`config.mk`:
```
export PLATFORM = sky130hd
export DESIGN_NAME = sim_end_monitor
export DESIGN_NICKNAME = d
export VERILOG_FILES = /design/src/rtl/sim_mon_pkg.sv /design/src/rtl/sat_counter.sv /design/src/rtl/sim_end_monitor.sv
export SDC_FILE = /design/constraint.sdc
export NUM_CORES = 1
export LEC_CHECK = 0
export CAP_MARGIN = 20
export CORE_MARGIN = 2
export CORE_UTILIZATION = 40
export DETAILED_ROUTE_END_ITERATION = 6
export GPL_ROUTABILITY_DRIVEN = 0
export GPL_TIMING_DRIVEN = 0
export PLACE_DENSITY = 0.84
export SYNTH_ARGS = -nofsm -noshare
export SYNTH_HDL_FRONTEND = slang
export SYNTH_SLANG_ARGS = --single-unit
export TNS_END_PERCENT = 5
```
`constraint.sdc`:
```
create_clock -name clk -period 5.2 [get_ports clk]
set_input_delay 0.78 -clock clk [delete_from_list [all_inputs] [get_ports clk]]
set_output_delay 0.78 -clock clk [all_outputs]
set_load 0.02 [all_outputs]
```
`src/rtl/sim_mon_pkg.sv`:
```
`default_nettype none
// ============================================================================
// Module   : sim_mon_pkg
// Purpose  : Shared state encoding and defaults for the end-of-test monitor.
// Revision : 1.0 - initial release
// ============================================================================
package sim_mon_pkg;

  // Monitor life cycle: idle until enabled, run until the tohost PC has been
  // retired often enough, settle for the writeback lag, then hold the verdict.
  typedef enum logic [1:0] {
    ST_IDLE   = 2'd0,
    ST_RUN    = 2'd1,
    ST_SETTLE = 2'd2,
    ST_DONE   = 2'd3
  } mon_state_e;

  // Address of the "write tohost" loop in the riscv-tests environment.
  localparam logic [31:0] PC_WRITE_TOHOST    = 32'h0000_0086;
  // riscv-tests leave 1 in x3 (gp) on success.
  localparam logic [31:0] PASS_VALUE_DEFAULT = 32'd1;
  // Settle counter width; covers the legal SETTLE range 1..15.
  localparam int          SETTLE_W           = 4;

endpackage
`default_nettype wire

```
`src/rtl/sat_counter.sv`:
```
`default_nettype none
// ============================================================================
// Module   : sat_counter
// Purpose  : Up-counter that sticks at all-ones instead of wrapping.
// Revision : 1.0 - initial release
// ============================================================================
module sat_counter #(
  parameter int W = 32
) (
  input  logic         clk,
  input  logic         rst_n,
  input  logic         clr,
  input  logic         inc,
  output logic [W-1:0] count
);

  // Count up on inc, hold at all-ones, synchronous clear wins over inc.
  always_ff @(posedge clk or negedge rst_n) begin
    if (!rst_n) begin
      count <= '0;
    end else if (clr) begin
      count <= '0;
    end else if (inc && !(&count)) begin
      count <= count + W'(1);
    end
  end

endmodule
`default_nettype wire

```
`src/rtl/sim_end_monitor.sv`:
```
`default_nettype none
// ============================================================================
// Module   : sim_end_monitor
// Purpose  : End-of-test monitor: counts cycles/retires, detects repeated
//            retirement at the tohost PCs, samples the result register and
//            reports a sticky pass/fail/timeout verdict.
// Revision : 1.0 - initial release
// ============================================================================
module sim_end_monitor
  import sim_mon_pkg::*;
#(
  parameter int PC_W     = 32,
  parameter int XLEN     = 32,
  parameter int CNT_W    = 32,
  parameter int NUM_TRIG = 2,
  parameter int HIT_W    = 8,
  parameter int SETTLE   = 2
) (
  input  logic                     clk,
  input  logic                     cpurst_n,
  input  logic                     clear,
  input  logic                     enable,
  input  logic [NUM_TRIG*PC_W-1:0] trig_pc_vec,
  input  logic [NUM_TRIG-1:0]      trig_en,
  input  logic [HIT_W-1:0]         hit_thresh,
  input  logic [CNT_W-1:0]         timeout_cycles,
  input  logic [XLEN-1:0]          pass_value,
  input  logic                     retire_valid,
  input  logic [PC_W-1:0]          retire_pc,
  input  logic [XLEN-1:0]          result_reg,
  output logic                     busy,
  output logic                     done,
  output logic                     pass,
  output logic                     fail,
  output logic                     timeout,
  output logic [CNT_W-1:0]         cycle_count,
  output logic [CNT_W-1:0]         instret_count,
  output logic [HIT_W-1:0]         hit_count,
  output logic [XLEN-1:0]          result_snap
);

  mon_state_e          state, state_nx;
  logic [SETTLE_W-1:0] settle_cnt, settle_nx;
  logic                pass_nx, fail_nx, timeout_nx;
  logic [XLEN-1:0]     snap_nx;

  logic [NUM_TRIG-1:0] chan_match;
  logic                counting, hit, thresh_hit, wd_hit;
  logic [HIT_W-1:0]    thresh_eff;
  logic [HIT_W:0]      hit_plus1;
  logic [CNT_W-1:0]    cycle_next;

  // Per-channel PC comparators.
  generate
    for (genvar k = 0; k < NUM_TRIG; k++) begin : g_trig
      assign chan_match[k] = trig_en[k] && (retire_pc == trig_pc_vec[k*PC_W +: PC_W]);
    end
  endgenerate

  // Counting only while the test is live; several matching channels still
  // make a single hit.
  assign counting   = enable && ((state == ST_RUN) || (state == ST_SETTLE));
  assign hit        = counting && retire_valid && (|chan_match);
  assign thresh_eff = (hit_thresh == '0) ? HIT_W'(1) : hit_thresh;
  assign hit_plus1  = {1'b0, hit_count} + (HIT_W+1)'(1);
  assign thresh_hit = hit && (state == ST_RUN) && (hit_plus1 >= {1'b0, thresh_eff});

  // Watchdog looks at the value cycle_count takes on this edge.
  assign cycle_next = (&cycle_count) ? cycle_count : cycle_count + CNT_W'(1);
  assign wd_hit     = counting && (state == ST_RUN) && (timeout_cycles != '0) &&
                      (cycle_next >= timeout_cycles);

  assign busy = (state == ST_RUN) || (state == ST_SETTLE);
  assign done = (state == ST_DONE);

  sat_counter #(.W(CNT_W)) u_cycle_cnt (
    .clk(clk), .rst_n(cpurst_n), .clr(clear), .inc(counting), .count(cycle_count)
  );

  sat_counter #(.W(CNT_W)) u_instret_cnt (
    .clk(clk), .rst_n(cpurst_n), .clr(clear), .inc(counting && retire_valid),
    .count(instret_count)
  );

  sat_counter #(.W(HIT_W)) u_hit_cnt (
    .clk(clk), .rst_n(cpurst_n), .clr(clear), .inc(hit), .count(hit_count)
  );

  // State, settle counter and verdict registers.
  always_ff @(posedge clk or negedge cpurst_n) begin
    if (!cpurst_n) begin
      state       <= ST_IDLE;
      settle_cnt  <= '0;
      pass        <= 1'b0;
      fail        <= 1'b0;
      timeout     <= 1'b0;
      result_snap <= '0;
    end else begin
      state       <= state_nx;
      settle_cnt  <= settle_nx;
      pass        <= pass_nx;
      fail        <= fail_nx;
      timeout     <= timeout_nx;
      result_snap <= snap_nx;
    end
  end

  // Next-state and verdict decisions; threshold beats watchdog on a tie.
  always_comb begin
    state_nx   = state;
    settle_nx  = settle_cnt;
    pass_nx    = pass;
    fail_nx    = fail;
    timeout_nx = timeout;
    snap_nx    = result_snap;
    if (clear) begin
      state_nx   = ST_IDLE;
      settle_nx  = '0;
      pass_nx    = 1'b0;
      fail_nx    = 1'b0;
      timeout_nx = 1'b0;
      snap_nx    = '0;
    end else begin
      case (state)
        ST_IDLE: begin
          if (enable) state_nx = ST_RUN;
        end
        ST_RUN: begin
          if (thresh_hit) begin
            state_nx  = ST_SETTLE;
            settle_nx = SETTLE_W'(SETTLE - 1);
          end else if (wd_hit) begin
            state_nx   = ST_DONE;
            timeout_nx = 1'b1;
            fail_nx    = 1'b1;
            snap_nx    = result_reg;
          end
        end
        ST_SETTLE: begin
          if (settle_cnt == '0) begin
            state_nx = ST_DONE;
            snap_nx  = result_reg;
            pass_nx  = (result_reg == pass_value);
            fail_nx  = (result_reg != pass_value);
          end else begin
            settle_nx = settle_cnt - SETTLE_W'(1);
          end
        end
        default: begin
          state_nx = state;
        end
      endcase
    end
  end

endmodule
`default_nettype wire

```
Word-level counts from Yosys, hierarchy flattened
Cells that the tools add are included.
{ "word_totals": {"register_bits": 113, "inputBits": 207, "out_inout_bits": 109, "word_cells": 103} }
{ "op_classes": {"addsub": 5, "magnitude_cmp": 2, "eq_ne": 15, "n_mux": 33, "reduce_logical": 39} }
{ "ops": {"columns": ["operator", "count"], "rows": [
  ["$mux W32", 9],
  ["$eq A32 B32 Y1", 3],
  ["$add A32 B1 Y32 const B", 2],
  ["$pmux W32 S2", 1],
  ["$reduce_and A32 Y1", 2],
  ["$ge A32 B32 Y1", 1],
  ["$ne A32 B32 Y1", 1],
  ["$reduce_bool A32 Y1", 1],
  ["$mux W8", 3],
  ["$ne A3 B3 Y1 const B", 5],
  ["$reduce_bool A2 Y1", 7],
  ["$logic_and A1 B1 Y1", 13],
  ["$mux W4", 3],
  ["$mux W2", 5],
  ["$add A8 B1 Y9 const B", 1],
  ["$ge A9 B8 Y1", 1],
  ["$mux W1", 9],
  ["$add A8 B1 Y8 const B", 1],
  ["$logic_not A8 Y1", 1],
  ["$pmux W4 S2", 1],
  ["$reduce_and A4 Y1", 2],
  ["$reduce_and A8 Y1", 1],
  ["$pmux W2 S3", 1],
  ["$reduce_and A3 Y1", 2],
  ["15 further kinds", 18]
]} }

Logic depth before layout (Yosys ltp)
Gate-level depths: netlist of run 1.
{ "depth": {"ltp_word": 10, "ltp_mapped": 21} }

Modules after synthesis
Synthesis of run 1 repeated with hierarchy kept, for this count alone.
{ "hier_totals": {"cells_unflattened": 1187, "area_unflattened_um2": 10904.2} }
{ "by_module_without_submodules": {"columns": ["module", "instances", "cells_per_inst", "area_per_inst_um2", "seq_area_each_um2"], "rows": [
  ["sim_end_monitor", 1, 760, 6667.6, 1026.0],
  ["sat_counter (u_cycle_cnt ...)", 2, 190, 1865.5, 800.8],
  ["sat_counter (u_hit_cnt)", 1, 47, 505.5, 200.2]
]} }

Worst setup path after synthesis of run 1
OpenSTA, ideal clock, no wires.
{ "synth_path": {"path_kind": "register to register", "startpoint": "register u_cycle_cnt.count[0]", "endpoint": "register timeout", "setup_ns": 0.132, "arrival_time_ns": 4.214, "slack_ns": 0.854, "stages_incl_launch_ff": 20, "path_buffers": 4, "period_less_slack_ns": 4.346, "cell_sequence": "dfrtp_1 > ha_1 > nand3_1 > nor2_1 > nand4_4 > or4_4 > buf_2 > buf_2 > xnor2_1 > ha_1 > nand2b_1 > a2111o_1 > a32oi_1 > a21oi_1 > o41ai_2 > a21oi_2 > buf_2 > buf_2 > a21oi_1 > nor2_1"} }
{ "synth_between": {"elab_chain_len": 6, "elab_cells_between_ends": 7, "classes_between": "add/sub: 1; order compare: 1; mux: 1; reduce/logical: 4"} }
{ "synth_rtl": {"columns": ["element", "line_no", "rtl"], "rows": [
  ["start, declared", "sat_counter.sv:14", "output logic [W-1:0] count"],
  ["start signal, assigned", "sat_counter.sv:24", "count <= count + W'(1);"],
  ["$add A32 B1 Y32 or $reduce_and A32 Y1 (tied branches)", "sim_end_monitor.sv:69", "assign cycle_next = (&cycle_count) ? cycle_count : cycle_count + CNT_W'(1);"],
  ["$mux W32 (*)", "sim_end_monitor.sv:69", null],
  ["$ge A32 B32 Y1 (*)", "sim_end_monitor.sv:71", "(cycle_next >= timeout_cycles);"],
  ["$logic_and A1 B1 Y1 (*)", "sim_end_monitor.sv:70", "assign wd_hit = counting && (state == ST_RUN) && (timeout_cycles != '0) &&"],
  ["$reduce_bool A2 Y1 (no line) (*)", null, null],
  ["$reduce_and A3 Y1 (no line) (*)", null, null],
  ["end signal, assigned", "sim_end_monitor.sv:103", "timeout <= timeout_nx;"],
  ["end, declared", "sim_end_monitor.sv:35", "output logic timeout,"]
]} }
Every way passes the cells marked *; elsewhere a longest branch is shown, timed or not.
A chain may end at the register's enable or synchronous reset.

Final worst setup path of run 1
{ "layout_path": {"startpoint": "register u_cycle_cnt.count[6]", "endpoint": "register result_snap[2]"} }
{ "layout_between": {"elab_chain_len": 6, "elab_cells_between_ends": 7, "classes_between": "add/sub: 1; order compare: 1; eq/ne: 1; mux: 1; reduce/logical: 3"} }
{ "layout_rtl": {"columns": ["element", "line_no", "rtl"], "rows": [
  ["$add A32 B1 Y32 or $reduce_and A32 Y1 (tied branches)", "sim_end_monitor.sv:69", null],
  ["$mux W32 (*)", "sim_end_monitor.sv:69", null],
  ["$ge A32 B32 Y1 (*)", "sim_end_monitor.sv:71", null],
  ["$logic_and A1 B1 Y1 (*)", "sim_end_monitor.sv:70", null],
  ["$ne A3 B3 Y1 (no line) (*)", null, null],
  ["$reduce_and A4 Y1 (no line) (*)", null, null],
  ["end signal, assigned", "sim_end_monitor.sv:104", "result_snap <= snap_nx;"],
  ["end, declared", "sim_end_monitor.sv:39", "output logic [XLEN-1:0] result_snap"]
]} }
Marks and branches as above.

==> results of run 1 <==
-- repair_timing --
item	CTS	global route
buffers inserted	0	1
cloned	0	0
resized for setup	1	10
hold buffers	0	0
pin swaps	0	1
setup endpoints to repair	32	34
-- sequential cells by signal (all words and copies together), names as in the netlist --
| name | count |
|---|---|
| u_instret_cnt.count | 32 |
| u_hit_cnt.count | 8 |
| pass | 1 |
| settle_cnt | 4 |
| timeout | 1 |
| state | 2 |
| u_cycle_cnt.count | 32 |
| result_snap | 32 |
| fail | 1 |
-- cells in the mapped netlist, drive strengths merged, types with 9 or more instances --
master,n
a21oi,50
a22o,32
a22oi,32
a31oi,36
and2,11
and3,17
and4,16
buf,9
clkbuf,45
dfrtp,113
ha,49
inv,52
nand2,83
nand3,77
nand3b,34
nand4,26
nor2,85
nor3,18
nor4,46
o21ai,27
or3,13
xnor2,39
xor2,130
-- layout make-up --
class                      instances  share of cell area, %
clock inverter                    13                  1.038
multi-input combinational        874                  44.95
clock buffer                      19                  3.311
inverter                          52                  1.459
timing repair buffer             316                  23.76
buffer                            54                  1.665
sequential                       113                  21.14
tap                              285                  2.665
-- per-layer routing --
| metal | GRT usage [%] | share of wire [%] |
|---|---|---|
| met2 | 47.87 | 50 |
| met1 | 31.76 | 39 |
| met5 | 0 | 0 |
| met4 | 9.349 | 2.7 |
| met3 | 7.222 | 8.5 |
-- final timing paths --
kind	from	endpoint	slack (ps)
hold / removal	cpurst_n	u_hit_cnt.count[0]	210
setup reg to reg	u_cycle_cnt.count[6]	result_snap[2]	280
max in group asynchronous	cpurst_n	result_snap[7]	4230
setup / recovery	u_cycle_cnt.count[6]	result_snap[2]	280
min in group clk	fail	fail	540
hold reg to reg	fail	fail	540
-- power groups by stage --
| stage | sequential, W | clock (W) | combinational, W |
|---|---|---|---|
| after floorplan | 0.00104 | 0 | 0.000693 |
| after global placement | 0.00100 | 0 | 0.00128 |
| after detailed placement | 0.00101 | 0 | 0.00131 |
| after CTS | 0.000992 | 0.00116 | 0.00132 |
| after global routing | 0.00100 | 0.00121 | 0.00144 |
| final | 0.000993 | 0.00115 | 0.00134 |
-- logic make-up (layout without fill, tap and decap cells) --
kind of cell | after synthesis | after routing | share of synthesized area, %
mux | 6 | 6 | 0.6784
compound gates | 201 | 201 | 15.06
xor+xnor | 169 | 169 | 16.05
flops | 113 | 113 | 30.66
buf+inv | 106 | 454 | 4.518
simple gates | 449 | 449 | 26.38
fa+ha+maj | 49 | 49 | 6.649
-- through the flow --
stage	std cells	cell area, um^2	setup slack, ps	TNS, ps
3_3_place_gp	1692	12720	-1177	-132000
5_1_grt	1726	13380	-23.44	-40.23
2_1_floorplan	1093	9221	853.7	0
3_5_place_dp	1693	12750	-85.62	-1513
4_1_cts	1725	13340	78.71	0
6_report	1726	13380	280.5	0
-- cell usage in the layout, fill, tap and decap left out, types with 4 or more instances in the layout --
cell / n
sky130_fd_sc_hd__nand3b_1: 34
sky130_fd_sc_hd__mux2i_1: 4
sky130_fd_sc_hd__a311oi_1: 4
sky130_fd_sc_hd__o21ai_0: 25
sky130_fd_sc_hd__and4_1: 16
sky130_fd_sc_hd__nor3_1: 16
sky130_fd_sc_hd__nand3_1: 75
sky130_fd_sc_hd__clkbuf_1: 44
sky130_fd_sc_hd__a31oi_1: 36
sky130_fd_sc_hd__and2_1: 9
sky130_fd_sc_hd__clkbuf_16: 17
sky130_fd_sc_hd__dfrtp_1: 112
sky130_fd_sc_hd__clkinvlp_4: 5
sky130_fd_sc_hd__nor4_1: 46
sky130_fd_sc_hd__xnor2_1: 39
sky130_fd_sc_hd__clkdlybuf4s50_1: 313
sky130_fd_sc_hd__ha_1: 49
sky130_fd_sc_hd__nand4_1: 25
sky130_fd_sc_hd__a22oi_1: 32
sky130_fd_sc_hd__or3_1: 13
sky130_fd_sc_hd__a22o_1: 32
sky130_fd_sc_hd__and3_1: 16
sky130_fd_sc_hd__xor2_1: 130
sky130_fd_sc_hd__nor2_1: 82
sky130_fd_sc_hd__a21oi_1: 48
sky130_fd_sc_hd__buf_2: 8
sky130_fd_sc_hd__nand2b_1: 4
sky130_fd_sc_hd__nor4b_1: 4
sky130_fd_sc_hd__inv_1: 52
sky130_fd_sc_hd__nand2_1: 83
==> flow_summary.html, run 1 <==
<table>
<tr><th>Metric</th><th>Value</th></tr>
<tr><th colspan="2">Run status</th></tr>
<tr><td>Run status</td><td>complete, no violations</td></tr>
<tr><th colspan="2">Yosys</th></tr>
<tr><td>Top post-synthesis cells by area</td><td>sky130_fd_sc_hd__dfrtp_1 (31%), sky130_fd_sc_hd__xor2_1 (12%), sky130_fd_sc_hd__ha_1 (6.6%)</td></tr>
<tr><td>Sequential element share of the synthesized area</td><td>30.66%</td></tr>
<tr><td>Post-synthesis async set-or-reset flop share</td><td>100.0%</td></tr>
<tr><td>Post-synthesis sequential element count</td><td>113</td></tr>
<tr><td>Leading area contributor after synthesis</td><td>sky130_fd_sc_hd__dfrtp_1</td></tr>
<tr><td>Post-synth EDFFs</td><td>0</td></tr>
<tr><td>Avg Synthesized Cell Area</td><td>8.437 um^2</td></tr>
<tr><td>Share of the synthesized area in the top cell type</td><td>30.66%</td></tr>
<tr><td>Cell variety after synth</td><td>60</td></tr>
<tr><td>Warnings, synthesis</td><td>0</td></tr>
<tr><td>Top FF cell, synth</td><td>sky130_fd_sc_hd__dfrtp_1</td></tr>
<tr><td>Synthesized netlist net count</td><td>1349</td></tr>
<tr><td>Mapped Area</td><td>9221 um^2</td></tr>
<tr><td>Cells after Synth</td><td>1093</td></tr>
<tr><th colspan="2">Timing</th></tr>
<tr><td>Share of the clock period used by the worst path</td><td>94.61%</td></tr>
<tr><td>Worst Tran Pin Value</td><td>981.5 ps</td></tr>
<tr><td>Total of endpoints with negative setup slack in the final report</td><td>0</td></tr>
<tr><td>Smallest hold slack</td><td>206.6 ps</td></tr>
<tr><td>Max Fclk</td><td>203.3 MHz</td></tr>
<tr><td>Final Skew</td><td>14.34 ps</td></tr>
<tr><td>Final hold violation count</td><td>0</td></tr>
<tr><td>Time the worst path needs with I/O delays and setup</td><td>4920 ps</td></tr>
<tr><td>Slew HR</td><td>33.96%</td></tr>
<tr><td>Pins Over Slew Limit</td><td>0</td></tr>
<tr><td>Setup repair after global routing missed its margin</td><td>yes</td></tr>
<tr><th colspan="2">Critical path</th></tr>
<tr><td>Startpoint type of the worst setup path</td><td>flip-flop</td></tr>
<tr><td>Worst reg2reg path depth</td><td>18</td></tr>
<tr><td>Category of the most critical setup path</td><td>reg -&gt; reg</td></tr>
<tr><td>Slowest cell on crit path</td><td>sky130_fd_sc_hd__or4_4</td></tr>
<tr><td>Buffers and inverters on the worst path</td><td>4</td></tr>
<tr><td>Crit-path cells</td><td>nand2_1 &gt; nor3_4 &gt; nand4_4 &gt; or4_4 &gt; buf_2 &gt; buf_2 &gt; xnor2_1 &gt; ha_1 &gt; nand2b_1 &gt; a2111o_1 &gt; a32oi_1 &gt; a21oi_2 &gt; o41ai_4 &gt; buf_4 &gt; a21oi_2 &gt; clkbuf_1 &gt; nand3b_1 &gt; a31oi_1</td></tr>
<tr><td>Type of element capturing the critical path</td><td>flip-flop</td></tr>
<tr><td>Cell depth of the worst setup path</td><td>18</td></tr>
<tr><td>Worst Path Required</td><td>5530 ps</td></tr>
<tr><td>Critical path data arrival time</td><td>5250 ps</td></tr>
<tr><td>Critical Path Fanout Max</td><td>10</td></tr>
<tr><td>Slowest cell delay on critical path</td><td>590 ps</td></tr>
<tr><td>Cell family with the largest share of critical-path delay</td><td>simple AND/OR/NAND/NOR gates</td></tr>
<tr><th colspan="2">Clock network</th></tr>
<tr><td>TritonCTS clock tree</td><td>done</td></tr>
<tr><td>CTS sink count</td><td>113</td></tr>
<tr><td>Clock buffer count from CTS</td><td>17</td></tr>
<tr><td>Root buffer cell</td><td>sky130_fd_sc_hd__clkbuf_16</td></tr>
<tr><td>CTS HTree Levels</td><td>4</td></tr>
<tr><td>Buffer levels on the longest clock path</td><td>2</td></tr>
<tr><td>Clock latency at the later pin of the worst-skew pair</td><td>410 ps</td></tr>
<tr><td>Clock transition time at the flip-flop clock pins of the worst setup and hold paths</td><td>60 ps</td></tr>
<tr><th colspan="2">Power and ir drop</th></tr>
<tr><td>Clock network fraction of design power</td><td>32.9%</td></tr>
<tr><td>Power, Total</td><td>0.003481 W</td></tr>
<tr><td>Internal power</td><td>0.002171 W</td></tr>
<tr><td>Leakage power</td><td>5.577 nW</td></tr>
<tr><td>Total power per unit cell area</td><td>260.2 nW/um^2</td></tr>
<tr><td>Switching share of power</td><td>37.63%</td></tr>
<tr><td>Gate power share</td><td>38.5%</td></tr>
<tr><td>Sw Pwr</td><td>0.001310 W</td></tr>
<tr><td>Worst IR drop on VDD</td><td>0.2227 mV</td></tr>
<tr><td>Register share of total power</td><td>28.5%</td></tr>
<tr><th colspan="2">Global routing</th></tr>
<tr><td>Total overflow reported by the global router</td><td>0</td></tr>
<tr><td>Global-route wire length before repair</td><td>52040 um</td></tr>
<tr><td>Maximum number of pins on one net before global-route repair</td><td>95</td></tr>
<tr><td>Number of global-route vias before repair</td><td>9912</td></tr>
<tr><td>Number of antenna violations at the first check in global routing</td><td>0</td></tr>
<tr><td>Global-route usage over all layers</td><td>27.10%</td></tr>
<tr><th colspan="2">Routing</th></tr>
<tr><td>Average wire length per cell after detail routing</td><td>19.14 um</td></tr>
<tr><td>Count of nets left with antenna violations after detail routing</td><td>0</td></tr>
<tr><td>TritonRoute pass-1 iters</td><td>5</td></tr>
<tr><td>Initial DRC Count</td><td>680</td></tr>
<tr><td>DRC errors left</td><td>0</td></tr>
<tr><td>Vias after detailed routing</td><td>9983</td></tr>
<tr><td>Number of vias per cell</td><td>5.784</td></tr>
<tr><td>Sum of routed wire length over all layers</td><td>33040 um</td></tr>
<tr><th colspan="2">Layout</th></tr>
<tr><td>Storage cell area</td><td>2829 um^2</td></tr>
<tr><td>Area grow syn2layout</td><td>45.09%</td></tr>
<tr><td>NumNets Final</td><td>1684</td></tr>
<tr><td>Ratio of cells with drive above 1 in the final layout</td><td>4.927%</td></tr>
<tr><td>Final Core Density</td><td>59.09%</td></tr>
<tr><td>Final-layout fill cell count</td><td>1945</td></tr>
<tr><td>Count of inserted antenna diode cells</td><td>0</td></tr>
<tr><td>Footprint of the multi-input gates</td><td>6015 um^2</td></tr>
<tr><th colspan="2">Worst hold path</th></tr>
<tr><td>Class of the tightest hold or removal check</td><td>in -&gt; async</td></tr>
<tr><th colspan="2">Die</th></tr>
<tr><td>Number of rows created at floorplan</td><td>55</td></tr>
<tr><td>Initial standard-cell utilization of the core</td><td>40.73%</td></tr>
<tr><td>Die Width</td><td>155.8 um</td></tr>
<tr><td>Vertical die dimension</td><td>155.8 um</td></tr>
<tr><td>Number of top-level pins</td><td>316</td></tr>
<tr><td>Core area</td><td>22640 um^2</td></tr>
<tr><td>Area of the die</td><td>24280 um^2</td></tr>
<tr><th colspan="2">Place</th></tr>
<tr><td>IO buf count</td><td>314</td></tr>
<tr><td>Detailed-placement wirelength estimate</td><td>26040 um</td></tr>
<tr><th colspan="2">Job</th></tr>
<tr><td>Max-cap violations</td><td>0</td></tr>
</table>
Power figures use the tool's default switching activity.
==> run 2, diff against run 1 <==
--- a/config.mk
+++ b/config.mk
@@ -7,11 +7,10 @@
 export LEC_CHECK = 0
 export CAP_MARGIN = 20
 export CORE_MARGIN = 2
-export CORE_UTILIZATION = 40
+export CORE_UTILIZATION = 47
 export DETAILED_ROUTE_END_ITERATION = 6
-export GPL_ROUTABILITY_DRIVEN = 0
 export GPL_TIMING_DRIVEN = 0
-export PLACE_DENSITY = 0.84
+export PLACE_DENSITY = 0.94
 export SYNTH_ARGS = -nofsm -noshare
 export SYNTH_HDL_FRONTEND = slang
 export SYNTH_SLANG_ARGS = --single-unit
==> flow_summary.html, run 2 (synthesized netlist as in run 1, its figures left out) <==
<table>
<tr><th>Metric</th><th>Value</th></tr>
<tr><th colspan="2">Global routing</th></tr>
<tr><td>Maximum number of pins on one net before global-route repair</td><td>77 (-19%)</td></tr>
<tr><td>Global-route wire length before repair</td><td>51320 um (-1.4%)</td></tr>
<tr><td>Number of antenna violations at the first check in global routing</td><td>0 (unchanged)</td></tr>
<tr><td>Total overflow reported by the global router</td><td>0 (unchanged)</td></tr>
<tr><td>Global-route usage over all layers</td><td>31.76% (+4.7 points)</td></tr>
<tr><td>Number of global-route vias before repair</td><td>10200 (+2.9%)</td></tr>
<tr><th colspan="2">Critical path</th></tr>
<tr><td>End of the worst register-to-register path</td><td>result_snap[6]</td></tr>
<tr><td>RR Startpoint</td><td>u_cycle_cnt.count[6]</td></tr>
<tr><td>Crit-path cells</td><td>nand2_1 &gt; nor3_4 &gt; nand4_4 &gt; or4_4 &gt; buf_2 &gt; buf_2 &gt; xnor2_1 &gt; ha_1 &gt; nand2b_1 &gt; a2111o_1 &gt; a32oi_1 &gt; a21oi_2 &gt; o41ai_4 &gt; buf_4 &gt; a21oi_2 &gt; clkbuf_4 &gt; clkbuf_4 &gt; nand3_1 &gt; a31oi_1</td></tr>
<tr><td>Worst reg2reg path depth</td><td>19 (+1)</td></tr>
<tr><td>Startpoint type of the worst setup path</td><td>flip-flop</td></tr>
<tr><td>Critical Path Fanout Max</td><td>10 (unchanged)</td></tr>
<tr><td>Category of the most critical setup path</td><td>reg -&gt; reg</td></tr>
<tr><td>Slowest cell on crit path</td><td>sky130_fd_sc_hd__or4_4</td></tr>
<tr><td>Destination of the critical timing path</td><td>result_snap[6]</td></tr>
<tr><td>Type of element capturing the critical path</td><td>flip-flop</td></tr>
<tr><td>CP startpoint</td><td>u_cycle_cnt.count[6]</td></tr>
<tr><td>Critical path data arrival time</td><td>5210 ps (-40 ps)</td></tr>
<tr><td>Worst Path Required</td><td>5480 ps (-50 ps)</td></tr>
<tr><td>Slowest cell delay on critical path</td><td>620 ps (+30 ps)</td></tr>
<tr><td>Worst reg-to-reg setup slack</td><td>280 ps (about the same)</td></tr>
<tr><th colspan="2">Routing</th></tr>
<tr><td>Number of vias per cell</td><td>6.033 (+4.3%)</td></tr>
<tr><td>TritonRoute pass-1 iters</td><td>5 (unchanged)</td></tr>
<tr><td>DRC errors left</td><td>0 (unchanged)</td></tr>
<tr><td>Initial DRC Count</td><td>833 (+23%)</td></tr>
<tr><td>Sum of routed wire length over all layers</td><td>33490 um (+1.4%)</td></tr>
<tr><td>Average wire length per cell after detail routing</td><td>19.62 um (+2.5%)</td></tr>
<tr><td>Vias after detailed routing</td><td>10300 (+3.2%)</td></tr>
<tr><td>Count of nets left with antenna violations after detail routing</td><td>0 (unchanged)</td></tr>
<tr><th colspan="2">Clock network</th></tr>
<tr><td>CTS HTree Levels</td><td>4 (unchanged)</td></tr>
<tr><td>Buffer levels on the longest clock path</td><td>2 (unchanged)</td></tr>
<tr><td>TritonCTS clock tree</td><td>done</td></tr>
<tr><td>Root buffer cell</td><td>sky130_fd_sc_hd__clkbuf_16</td></tr>
<tr><td>CTS sink count</td><td>113 (unchanged)</td></tr>
<tr><td>Total of hold buffers inserted after clock tree synthesis</td><td>0 (unchanged)</td></tr>
<tr><td>Clock buffer count from CTS</td><td>17 (unchanged)</td></tr>
<tr><td>Clock transition time at the flip-flop clock pins of the worst setup and hold paths</td><td>60 ps (about the same)</td></tr>
<tr><td>Clock latency at the later pin of the worst-skew pair</td><td>430 ps (+20 ps)</td></tr>
<tr><th colspan="2">Timing</th></tr>
<tr><td>Worst Tran Pin Value</td><td>794.7 ps (-186.8 ps)</td></tr>
<tr><td>Total of endpoints with negative setup slack in the final report</td><td>0 (unchanged)</td></tr>
<tr><td>Time the worst path needs with I/O delays and setup</td><td>4924 ps (+4.918 ps)</td></tr>
<tr><td>Smallest hold slack</td><td>263.5 ps (+56.94 ps)</td></tr>
<tr><td>Max Fclk</td><td>203.1 MHz (about the same)</td></tr>
<tr><td>Final Skew</td><td>11.91 ps (-2.427 ps)</td></tr>
<tr><td>Pins Over Slew Limit</td><td>0 (unchanged)</td></tr>
<tr><td>Final setup margin</td><td>275.6 ps (-4.918 ps)</td></tr>
<tr><td>Share of the clock period used by the worst path</td><td>94.70% (about the same)</td></tr>
<tr><td>Final hold violation count</td><td>0 (unchanged)</td></tr>
<tr><td>Slew HR</td><td>46.57% (+13 points)</td></tr>
<tr><th colspan="2">Layout</th></tr>
<tr><td>Final Core Density</td><td>68.96% (+9.9 points)</td></tr>
<tr><td>Ratio of cells with drive above 1 in the final layout</td><td>4.924% (about the same)</td></tr>
<tr><td>Largest regs</td><td>result_snap (32), u_cycle_cnt.count (32), u_instret_cnt.count (32)</td></tr>
<tr><td>Area grow syn2layout</td><td>44.60%</td></tr>
<tr><td>Final-layout fill cell count</td><td>1425 (-27%)</td></tr>
<tr><td>Leading cell type in the layout, fill and taps excluded</td><td>sky130_fd_sc_hd__clkdlybuf4s50_1</td></tr>
<tr><td>NumNets Final</td><td>1685 (+0.059%)</td></tr>
<tr><td>Most frequent cells in the layout</td><td>sky130_fd_sc_hd__clkdlybuf4s50_1 (313), sky130_fd_sc_hd__xor2_1 (130), sky130_fd_sc_hd__dfrtp_1 (112)</td></tr>
<tr><td>Count of inserted antenna diode cells</td><td>0 (unchanged)</td></tr>
<tr><th colspan="2">Die</th></tr>
<tr><td>Number of top-level pins</td><td>316 (unchanged)</td></tr>
<tr><td>Initial standard-cell utilization of the core</td><td>47.69% (+7.0 points)</td></tr>
<tr><td>Area of the die</td><td>20760 um^2 (-15%)</td></tr>
<tr><td>Core area</td><td>19330 um^2 (-15%)</td></tr>
<tr><td>Die Width</td><td>144.1 um (-7.5%)</td></tr>
<tr><td>Number of rows created at floorplan</td><td>51 (-7.3%)</td></tr>
<tr><td>Vertical die dimension</td><td>144.1 um (-7.5%)</td></tr>
<tr><th colspan="2">Place</th></tr>
<tr><td>Detailed-placement wirelength estimate</td><td>26180 um (+0.55%)</td></tr>
<tr><td>GPL Wtd Cong</td><td>1.006</td></tr>
<tr><td>IO buf count</td><td>314 (unchanged)</td></tr>
<tr><td>Pre-CTS setup slack</td><td>75.01 ps (+160.6 ps)</td></tr>
<tr><th colspan="2">Run status</th></tr>
<tr><td>Run status</td><td>complete, no violations</td></tr>
<tr><th colspan="2">Power and ir drop</th></tr>
<tr><td>Worst IR drop on VDD</td><td>0.2841 mV (+28%)</td></tr>
<tr><td>Leakage power</td><td>5.561 nW (-0.28%)</td></tr>
<tr><td>Total power per unit cell area</td><td>257.1 nW/um^2 (-1.2%)</td></tr>
<tr><th colspan="2">Job</th></tr>
<tr><td>Max-cap violations</td><td>0 (unchanged)</td></tr>
<tr><th colspan="2">Worst hold path</th></tr>
<tr><td>Class of the tightest hold or removal check</td><td>in -&gt; async</td></tr>
</table>
-- run 2: cell count changes in the layout (fill, tap and decap cells not counted), sizes merged --
cell / change
clkbuf: +2
buf: -1
bufinv: -1
clkinv: +1
clkinvlp: -1
inv: +1
-- run 2: final cells by class --
type / count / area, um^2 / share of cell area (%)
multi-input cells: 874 / 6017 / 45.13
repair buffers: 317 / 3187 / 23.90
flip-flops and latches: 113 / 2829 / 21.22
clock buffers: 19 / 432.9 / 3.247
well taps: 265 / 331.6 / 2.487
plain buffers: 54 / 226.5 / 1.698
inverters: 52 / 195.2 / 1.464
clock inverters: 13 / 115.1 / 0.8633
-- run 2: report_power, final --
| part | leakage [nW] | switching, W | total [W] | internal (W) |
|---|---|---|---|---|
| sequential | 1.57 | 0.0000635 | 0.000995 | 0.000932 |
| clock | 0.259 | 0.000433 | 0.00109 | 0.000654 |
| combinational | 3.73 | 0.000821 | 0.00135 | 0.000525 |
| total | 5.56 | 0.00132 | 0.00343 | 0.00211 |
-- run 2: through the flow --
stage / std cells / cell area (um^2) / setup TNS (ps) / power, W
2_1_floorplan: 1093 / 9221 / 0 / 0.001734
3_3_place_gp: 1672 / 12700 / -117560 / 0.002270
3_5_place_dp: 1673 / 12720 / 0 / 0.002309
4_1_cts: 1705 / 13270 / 0 / 0.003397
5_1_grt: 1707 / 13330 / -18.94 / 0.003564
6_report: 1707 / 13330 / 0 / 0.003428
-- run 2: worst min path at each step --
stage	endpoint	cells past startpoint	startpoint
finish	result_snap[21]	1	cpurst_n
global route	result_snap[31]	1	cpurst_n
CTS	result_snap[31]	1	cpurst_n
detailed placement	timeout	2	timeout
global placement	timeout	2	timeout
floorplan	fail	0	cpurst_n
-- run 2: worst max-delay path: cells and delay by family, from the launching register on --
| kind | cells | cell delay (ps) |
|---|---|---|
| AO/OA/AOI/OAI | 6 | 1210 |
| buffers and inverters | 5 | 1070 |
| AND/OR/NAND/NOR | 6 | 1540 |
| flip-flops | 1 | 540 |
| adder cells (fa/ha/maj) | 1 | 260 |
| XOR/XNOR | 1 | 150 |
-- run 2: repair_timing --
action                                  4_1_cts  5_1_grt
endpoints found under the setup margin        0       34
setup buffers                                 0        2
gates resized for setup                       0       11
-- run 2: routing by layer --
layer	share of wire, %	global-route usage (%)	up-vias
li1	-	-	4665
met1	37	36.42	4859
met2	49	54.49	637
met3	7.8	6.623	137
met4	6.2	19.14	0
met5	0	0	-
